[config.mk]
export PLATFORM = sky130hd
export DESIGN_NAME = alu_sequencer
export DESIGN_NICKNAME = d
export VERILOG_FILES = /design/src/rtl/alu_seq_pkg.sv /design/src/rtl/alu_sequencer_settle_counter.sv /design/src/rtl/alu_sequencer.sv
export SDC_FILE = /design/constraint.sdc
export NUM_CORES = 1
export LEC_CHECK = 0
export BUFFER_PORTS_ARGS = -buffer_cell sky130_fd_sc_hd__clkbuf_2
export CORE_MARGIN = 2
export CORE_UTILIZATION = 45
export CTS_CLUSTER_DIAMETER = 60
export DETAILED_ROUTE_END_ITERATION = 8
export PLACE_DENSITY = 0.77
export SYNTH_ARGS = -nofsm -noshare
export SYNTH_HDL_FRONTEND = slang
export SYNTH_HIERARCHICAL = 1
export SYNTH_SLANG_ARGS = --single-unit
[constraint.sdc]
create_clock -name CLK -period 2.4 [get_ports CLK]
set_clock_uncertainty 0.15 [all_clocks]
set_input_delay 0.48 -clock CLK [delete_from_list [all_inputs] [get_ports CLK]]
set_output_delay 0.48 -clock CLK [all_outputs]
set_load 0.01 [all_outputs]
[src/rtl/alu_seq_pkg.sv]
// Shared op-codes, FSM state encoding and default settle count for the
// ALU sequencer and its helpers.
package alu_seq_pkg;

    typedef enum logic [1:0] {
        OP_LOAD = 2'b00,
        OP_ADD  = 2'b01,
        OP_SUB  = 2'b10,
        OP_CMP  = 2'b11
    } op_e;

    typedef enum logic [1:0] {
        IDLE    = 2'b00,
        DRIVE   = 2'b01,
        CAPTURE = 2'b10,
        DONE    = 2'b11
    } state_e;

    localparam int DEFAULT_SETTLE_CYCLES = 2;

endpackage

[src/rtl/alu_sequencer_settle_counter.sv]
// Loadable down-counter that times how long the ALU outputs are allowed to
// settle before the result bus is sampled.
module settle_counter #(
    parameter int CW = 2
) (
    input  logic          clk,
    input  logic          nreset,
    input  logic          load,
    input  logic          dec,
    input  logic [CW-1:0] load_value,
    output logic          zero
);

    logic [CW-1:0] count_reg;

    always_ff @(posedge clk) begin
        if (!nreset) begin
            count_reg <= '0;
        end else if (load) begin
            count_reg <= load_value;
        end else if (dec && (count_reg != '0)) begin
            count_reg <= count_reg - 1'b1;
        end
    end

    assign zero = (count_reg == '0);

endmodule

[src/rtl/alu_sequencer.sv]
// Start/Done sequencer for an external combinational add/subtract unit:
// drives operands, waits for the result to settle, then captures it.
module alu_sequencer
    import alu_seq_pkg::*;
#(
    parameter int SETTLE_CYCLES = DEFAULT_SETTLE_CYCLES,
    parameter int WIDTH         = 4
) (
    input  logic             CLK,
    input  logic             nReset,
    input  logic             Start,
    input  logic [1:0]       Op,
    input  logic [WIDTH-1:0] Operand,
    output logic             Busy,
    output logic             Done,
    output logic [WIDTH-1:0] Acc,
    output logic             CarryFlag,
    output logic             ZeroFlag,
    output logic [WIDTH-1:0] AluA,
    output logic [WIDTH-1:0] AluB,
    output logic             AluSub,
    output logic             AluEnable,
    input  logic [WIDTH-1:0] AluResult,
    input  logic             AluCarry
);

    localparam int CW = $clog2(SETTLE_CYCLES + 1);

    state_e           state_reg, state_next;
    op_e              op_reg;
    op_e              op_in;
    logic [WIDTH-1:0] operand_reg;
    logic [WIDTH-1:0] acc_reg;
    logic             carry_reg;
    logic             zero_reg;
    logic             cnt_load;
    logic             cnt_dec;
    logic             cnt_zero;

    assign op_in = op_e'(Op);

    settle_counter #(
        .CW(CW)
    ) u_settle (
        .clk       (CLK),
        .nreset    (nReset),
        .load      (cnt_load),
        .dec       (cnt_dec),
        .load_value(CW'(SETTLE_CYCLES - 1)),
        .zero      (cnt_zero)
    );

    always_comb begin
        state_next = state_reg;
        cnt_load   = 1'b0;
        cnt_dec    = 1'b0;
        case (state_reg)
            IDLE: begin
                if (Start) begin
                    if (op_in == OP_LOAD) begin
                        state_next = DONE;
                    end else begin
                        state_next = DRIVE;
                        cnt_load   = 1'b1;
                    end
                end
            end
            DRIVE: begin
                if (cnt_zero) begin
                    state_next = CAPTURE;
                end else begin
                    cnt_dec = 1'b1;
                end
            end
            CAPTURE: state_next = DONE;
            DONE:    state_next = IDLE;
            default: state_next = IDLE;
        endcase
    end

    always_ff @(posedge CLK) begin
        if (!nReset) begin
            state_reg   <= IDLE;
            op_reg      <= OP_LOAD;
            operand_reg <= '0;
            acc_reg     <= '0;
            carry_reg   <= 1'b0;
            zero_reg    <= 1'b0;
        end else begin
            state_reg <= state_next;
            if ((state_reg == IDLE) && Start) begin
                op_reg      <= op_in;
                operand_reg <= Operand;
                if (op_in == OP_LOAD) begin
                    acc_reg  <= Operand;
                    zero_reg <= (Operand == '0);
                end
            end
            // Result bus is only valid here, while the drivers are enabled.
            if (state_reg == CAPTURE) begin
                carry_reg <= AluCarry;
                zero_reg  <= (AluResult == '0);
                if (op_reg != OP_CMP) begin
                    acc_reg <= AluResult;
                end
            end
        end
    end

    assign Busy      = (state_reg == DRIVE) || (state_reg == CAPTURE);
    assign AluEnable = Busy;
    assign Done      = (state_reg == DONE);
    assign Acc       = acc_reg;
    assign CarryFlag = carry_reg;
    assign ZeroFlag  = zero_reg;
    assign AluA      = acc_reg;
    assign AluB      = operand_reg;
    assign AluSub    = (op_reg == OP_SUB) || (op_reg == OP_CMP);

endmodule

## Yosys cells after proc, flatten, opt, wreduce, memory -nomap -nowiden

Index checks and enable logic that the tools add are counted.

| word-level totals | value |
|---|---|
| input port bits | 14 |
| register bits | 16 |
| output and inout port bits | 18 |

| cells by class | value |
|---|---|
| reduce and logical (&&, ||, !) cells | 16 |
| bitwise operators | 1 |
| equality and inequality tests | 8 |
| $add $sub $neg | 1 |
| muxes and demuxes | 18 |

Operator list:

| operator | number |
|---|---|
| 4-bit 2-to-1 mux | 4 |
| 1-bit 2-to-1 mux | 10 |
| 2-bit == test (second input constant) | 4 |
| 4-bit logical NOT | 2 |
| 2-bit case mux with 4 select lines | 1 |
| 2-bit nonzero test | 4 |
| 2-bit logical NOT | 3 |
| 2-bit 2-to-1 mux | 3 |
| 2-bit inequality test (second input constant) | 3 |
| 2-bit AND reduction | 2 |
| 2-bit by 1-bit == test with 1-bit output (second input constant) | 1 |
| 1-bit logical AND | 2 |
| 1-bit logical OR | 2 |
| 2-bit OR reduction | 1 |
| 2-bit by 1-bit subtractor with 2-bit output (second input constant) | 1 |
| 1-bit NOT | 1 |

## Logic depth before layout (Yosys ltp)

Gate-level depths: netlist (run 1).

| depth | value |
|---|---|
| word-level depth | 6 |
| gate-level depth with buffers | 8 |
| depth with buffers taken out | 7 |

## By module

Netlist (run 1), hierarchy kept.

Modules (own cells, without submodules):

| module | area an instance (um^2) | times used | seq. area each (um^2) | cells each |
|---|---|---|---|---|
| alu_sequencer | 744.5 | 1 | 280.3 | 82 |
| settle_counter | 122.6 | 1 | 40.0 | 14 |

## Least setup slack after synthesis (run 1)

Ideal clock, no wire load.

| timing | value |
|---|---|
| kind | register -> register |
| start point | register state_reg[0] |
| end point | register zero_reg (netlist: ZeroFlag) |
| setup time | 0.116 ns |
| period minus slack after synthesis | 1.801 ns |
| arrival time | 1.534 ns |
| required time | 2.134 ns |
| path buffers | 2 |
| stages on the path, launching flop included | 8 |
| slack | 0.599 ns |
| cell sequence | dfxtp_1 -> inv_1 -> ha_1 -> buf_6 -> and4bb_1 -> buf_6 -> mux2_4 -> o211a_1 |

| on the way | value |
|---|---|
| word-level cells in the longest chain between the ends | 4 |

RTL lines:

| item | RTL line | RTL |
|---|---|---|
| start: declaration | alu_sequencer.sv:29 | `state_e state_reg, state_next;` |
| start signal: assignment | alu_sequencer.sv:90 | `state_reg <= state_next;` |
| 2-bit logical NOT | alu_sequencer.sv:91 | `if ((state_reg == IDLE) && Start) begin` |
| 1-bit logical AND | alu_sequencer.sv:91 |  |
| 2-bit nonzero test (no source line) | -- |  |
| 2-bit AND reduction (no source line) | -- |  |
| end signal: assignment | alu_sequencer.sv:96 | `zero_reg <= (Operand == '0);` |
| end signal: assignment | alu_sequencer.sv:102 | `zero_reg <= (AluResult == '0);` |
| end: declaration | alu_sequencer.sv:35 | `logic zero_reg;` |

Several ways; a longest one is shown, not always the timed one.
A chain may end at the register's enable or synchronous reset.

## Worst setup path in the final report (run 1)

Ends and elaborated chain as after synthesis.

==> results of run 1 <==
layer usage:
metal  track usage  vias up
met1        0.1783      334
met4       0.09730        0
met2        0.2827       43
met3       0.03396        9
li1              -      377
met5             0        -
cells by family (layout without fill, tap and decap cells):
family | after synthesis | in the layout
fa+ha+maj | 6 | 6
flops | 16 | 16
mux | 7 | 7
other cells | 2 | 2
buf+inv | 15 | 41
simple gates | 25 | 25
compound gates | 24 | 24
xor+xnor | 1 | 1
path summary, 6_finish.rpt:
check	startpoint	to	slack (ns)	cells after the start
min	AluCarry	CarryFlag	0.28	3
max	state_reg[0]	ZeroFlag	0.41	5
min reg2reg	AluB[0]	AluB[0]	0.31	2
max reg2reg	state_reg[0]	ZeroFlag	0.41	5
synth_stat cells:
library cell  number
ha_1               6
xnor2_1            1
and3_1             1
mux2_2             1
buf_4              5
inv_1              6
o211ai_1           1
a21oi_1           11
o311a_1            1
nor2b_1            2
conb_1             2
nor4_1             1
nor2b_4            1
a21bo_2            1
a21boi_1           1
nand3b_1           1
or4_1              1
dfxtp_1           16
mux2i_1            5
clkbuf_1           1
and4bb_1           1
mux2_4             1
o41ai_1            1
o21ai_0            7
nor2_1             3
nand3_1            6
buf_6              3
nand2_1            8
o211a_1            1
critical path, delay by kind of cell (launching register included):
kind,cells,cell delay [ns]
and+or+nand+nor,1,0.42
DFF,1,0.34
AOI/OAI and AO/OA,1,0.19
muxes,1,0.33
buffers and inverters,1,0.12
adders and majority gates,1,0.32
power by group:
part           total [W]  internal [W]  switching, W
clock           0.000177     0.0000924     0.0000844
combinational   0.000546      0.000244      0.000301
sequential      0.000397      0.000346     0.0000510
layout make-up:
cell class | count | area, um^2 | area share
flip-flops and latches | 16 | 320.3 | 0.3157
well taps | 25 | 31.28 | 0.03083
repair buffers | 31 | 155.1 | 0.1529
multi-input cells | 65 | 449.2 | 0.4427
clock buffers | 4 | 36.28 | 0.03576
inverters | 6 | 22.52 | 0.02219
through the flow:
stage	std cells	power, W
6_report	147	0.001120
3_5_place_dp	143	0.0009475
5_1_grt	147	0.001211
3_3_place_gp	143	0.0009276
2_1_floorplan	96	0.0008455
4_1_cts	147	0.001126
cell usage in the layout, fill, tap and decap left out:
master / count
nor2b_1: 2
nand3b_1: 1
xnor2_1: 1
a21boi_1: 1
and4bb_1: 1
o211ai_1: 1
dfxtp_1: 16
o211a_1: 1
conb_1: 2
ha_1: 6
a21oi_1: 11
mux2_4: 1
nor2b_4: 1
o311a_1: 1
nand2_1: 8
nand3_1: 6
inv_1: 6
o41ai_1: 1
and3_1: 1
o21ai_0: 7
nor4_1: 1
or4_1: 1
mux2i_1: 5
clkbuf_4: 3
nor2_1: 3
mux2_2: 1
clkbuf_2: 31
a21bo_2: 1
clkbuf_8: 1
==> out/results.txt, run 1 <==
status: complete, no violations
DR WL met3: 136 um
sequential fraction of the synthesis area: 0.3694
number of port buffers: 31
WS Path Type: register to register
Die Area: 2294 um^2
RePlAce Congestion: 0.7864
worst hold slack: 0.2822 ns
drt initial violations: 21
mapped cell area: 867.1 um^2
post-route cell area: 1015 um^2
post-route ant nets: 0
Fin Setup TNS: 0 ns
CTS root buf: clkbuf_4
Sink Count: 16
Yosys reg bits: 16
RSZ-0062 raised after global routing: false
CTS buffer count: 3
H-tree levels: 1
initial antenna violation count: 0
CTS tree: done
Tmin final: 1.985 ns
Synth Area in Adders: 0.08658
io pins: 32
Core Area: 1764 um^2
Post-CTS Resized: 0
Mean Syn Cell Area: 9.032 um^2
final setup fails: 0
Final HPWL DP: 1317 um
Yosys top cell by area: dfxtp_1
Crit path required time: 2.43 ns
setup bufs post-CTS: 0
fin nets: 143
placed inst area: 978.4 um^2
total grt overflow: 0
hold crit path type: primary input to register
CTS Hold Bufs: 0
Die Ht: 47.90 um
DR WL/cell: 11.54 um
DR top layer: met4
Worst Setup Start Kind: register
syn_nets: 116
post-synth top area share: 0.3694
Pwr per Cell Area: 1104 nW/um^2
CP Capture Type: register
Metal-1 WL: 706 um
Die Wd: 47.90 um
clk slew on worst S/H paths: 0.09 ns
Setup WS post-layout: 0.4149 ns
DRC Markers: 0
vias in the first global route: 656
Ant. Diodes: 0
Area Overhead vs Synth: 17.03%
worst slack, placed: 0.4476 ns
Tcrit/Tclk final: 0.8271
main combinational cell family by area after synthesis: compound AO/OA/AOI/OAI gates
Slowest cell on crit path: and4bb_1
fill cell count: 185
later-pin clock latency in the skew report: 0.29 ns
cell count after synthesis: 96
All-Layer GR Usage: 0.1621
Layout Utilization: 0.5752
initial core utilization: 0.4915
met2 wire len: 793 um
clock buffer depth: 2
complex-gate fraction of the synthesized area: 0.1659
Synth Warn #: 6
Simple-Gate Fraction of Synth Area: 0.1587
FP Rows: 15
Max stage delay on crit path: 0.42 ns
post-synthesis xor/xnor area fraction: 0.01010
drt via density: 5.190
mux cell area share after synthesis: 0.08802
first-pass GRT wire length: 2566 um
leakage power: 0.4705 nW
worst path cell trace: inv_1 > ha_1 > and4bb_1 > mux2_4 > o211a_1
post-synth cell types: 29
WP data arrival: 2.02 ns
worst-path maximum fanout: 9
DR pass1 iterations: 4
final max-slew violation count: 0
Hold Vio Cnt, Final: 0
maxcap violations: 0
largest net degree at the start of global routing: 11
Vias: 763
share of cells above drive strength 1: 0.3197
fmax: 503.7 MHz
DRT Wirelength: 1697 um
largest cells by area after synthesis: dfxtp_1, ha_1, a21oi_1, mux2i_1, buf_4
peak supply drop: 0.0007638 V
No activity file was read; power rests on OpenSTA's default activity.
==> inputs of run 2 (changes only) <==
--- a/config.mk
+++ b/config.mk
@@ -5,9 +5,10 @@
 export SDC_FILE = /design/constraint.sdc
 export NUM_CORES = 1
 export LEC_CHECK = 0
+export ABC_AREA = 1
 export BUFFER_PORTS_ARGS = -buffer_cell sky130_fd_sc_hd__clkbuf_2
 export CORE_MARGIN = 2
-export CORE_UTILIZATION = 45
+export CORE_UTILIZATION = 44
 export CTS_CLUSTER_DIAMETER = 60
 export DETAILED_ROUTE_END_ITERATION = 8
 export PLACE_DENSITY = 0.77
==> constraint.sdc (replaced) <==
create_clock -name CLK -period 1.8 [get_ports CLK]
set_clock_uncertainty 0.15 [all_clocks]
set_input_delay 0.36 -clock CLK [delete_from_list [all_inputs] [get_ports CLK]]
set_output_delay 0.36 -clock CLK [all_outputs]
set_load 0.01 [all_outputs]
==> run 2 against run 1 <==
  * Flip-flop and latch count unchanged
  * Register-to-register slack worse by 0.23 ns
  * Largest cell class unchanged
  * Largest power group unchanged
  * Routed wire length up 10%
  * Global-route usage down 0.30 points
  * Cell count up 37%
  * Critical path depth down 2
  * Critical endpoint is now AluEnable
==> out/results.txt, run 2 <==
status: complete, no violations
Critical Path Source: state_reg[1]
largest cells by area after synthesis: dfxtp_1, nor2_1, nand2_1, inv_1, ha_1
peak supply drop: 0.0008321 V
syn_nets: 168
DR pass1 iterations: 4
drt via density: 4.589
sequential fraction of the synthesis area: 0.3450
io pins: 32
Overall Power: 0.001557 W
worst r2r src: state_reg[1]
Hold Path Origin: AluCarry
Synth Warn #: 6
first-pass GRT wire length: 3105 um
worst-path maximum fanout: 4
maxcap violations: 0
H-tree levels: 1
commonest non-fill, non-tap cell in the layout: nor2_1
Core Area: 1982 um^2
initial core utilization: 0.4684
Setup WS post-layout: 0.09366 ns
fin nets: 196
Tmin final: 1.706 ns
Worst Setup Start Kind: register
Final HPWL DP: 1549 um
commonest non-fill, non-tap cells in the layout: nor2_1, nand2_1, clkbuf_2
Sink Count: 16
worst slack, placed: 0.1740 ns
largest net degree at the start of global routing: 16
Pwr per Cell Area: 1419 nW/um^2
WP data arrival: 1.20 ns
most frequent cell after synthesis: nor2_1
Hold Vio Cnt, Final: 0
ys async rst share: 0
Die Ht: 49.94 um
cell count after synthesis: 148
clock buffer depth: 2
later-pin clock latency in the skew report: 0.29 ns
Crit path required time: 1.29 ns
CP Capture Type: primary output
fill cell count: 204
CTS root buf: clkbuf_4
share of cells above drive strength 1: 0.2343
Yosys reg bits: 16
CP delay by family, top: flip-flops
Post-CTS Resized: 0
CTS Hold Bufs: 0
post-route ant nets: 0
Layout Utilization: 0.5537
Post-synth EDFFs: 0
Mean Syn Cell Area: 6.273 um^2
CTS buffer count: 3
Yosys top cell by area: dfxtp_1
DRT Wirelength: 1866 um
Max stage delay on crit path: 0.36 ns
DR WL/cell: 9.238 um
Ant. Diodes: 0
hold crit path type: primary input to register
clk slew on worst S/H paths: 0.09 ns
Die Area: 2494 um^2
worst path cell trace: inv_1 > ha_1 > clkbuf_2
mapped cell area: 928.4 um^2
number of port buffers: 31
RePlAce Congestion: 0.7834
WP buf/inv: 2
Tcrit/Tclk final: 0.9480
most frequent cells after synthesis: nor2_1, nand2_1, inv_1
setup bufs post-CTS: 0
post-synth cell types: 18
WS Path Type: register to primary output
Main synth FF type: dfxtp_1
Die Wd: 49.94 um
final setup fails: 0
All-Layer GR Usage: 0.1591
Vias: 927
Fin Setup TNS: 0 ns
vias in the first global route: 805
leakage power: 0.6217 nW
Area Overhead vs Synth: 18.19%
DRC Markers: 0
total grt overflow: 0
RSZ-0062 raised after global routing: false
initial antenna violation count: 0
final max-slew violation count: 0
CTS tree: done
FP Rows: 16
post-synth top area share: 0.3450
drt initial violations: 17
Slowest cell on crit path: dfxtp_1
fmax: 586.0 MHz
==> run 2: cell count changes in the layout (fill, tap and decap cells not counted), moves of 2 or more <==
cell,previous run,this run
a21oi_1,11,2
inv_1,6,21
inv_2,0,2
mux2i_1,5,0
nand2_1,8,31
nor2_1,3,39
nor2_2,0,2
nor2b_1,2,0
o21ai_0,7,11
==> run 2: tightest hold or removal path, cell delays in order <==
cell      delay, ns
clkbuf_2       0.08
nor2_1         0.04
nor2_1         0.08
==> run 2: worst paths after layout <==
kind	end	slack (ns)	depth (start not counted)
setup / recovery	AluEnable	0.09	3
setup reg to reg	u_settle/count_reg[1]	0.18	9
hold / removal	CarryFlag	0.15	3
hold reg to reg	op_reg[0]	0.33	2
==> run 2: cells by family after synthesis <==
family,after synthesis,share of synthesized area
AO/OA/AOI/OAI,14,0.07546
flip-flops,16,0.3450
buffers and inverters,31,0.1550
adder cells (fa/ha/maj),6,0.08086
other,2,0.008089
AND/OR/NAND/NOR,79,0.3356
==> run 2: layout make-up <==
type / instances / area (um^2) / share of cell area
clock buffer: 4 / 36.28 / 0.03307
inverter: 23 / 86.33 / 0.07868
multi-input combinational: 101 / 464.2 / 0.4230
sequential: 16 / 321.6 / 0.2930
tap: 27 / 33.78 / 0.03079
timing repair buffer: 31 / 155.1 / 0.1414
==> run 2: report_power, final <==
part           switching, W  internal [W]
Combinational      0.000466      0.000301
Clock              0.000115      0.000123
Sequential        0.0000725      0.000479
==> run 2: per-stage QoR <==
stage	area [um^2]	hold slack (ns)	std cells
finish	1097	0.1475	202
global route	1097	0.1621	202
CTS	1096	0.1454	202
detailed placement	1060	0.3169	198
global placement	1060	0.3109	198
floorplan	928.4	0.2919	148
==> run 2: routing by layer <==
layer	routed length [um]	global-route usage
met4	0	0.01389
met1	777	0.1648
met2	974	0.3111
met3	113	0.05758
met5	0	0
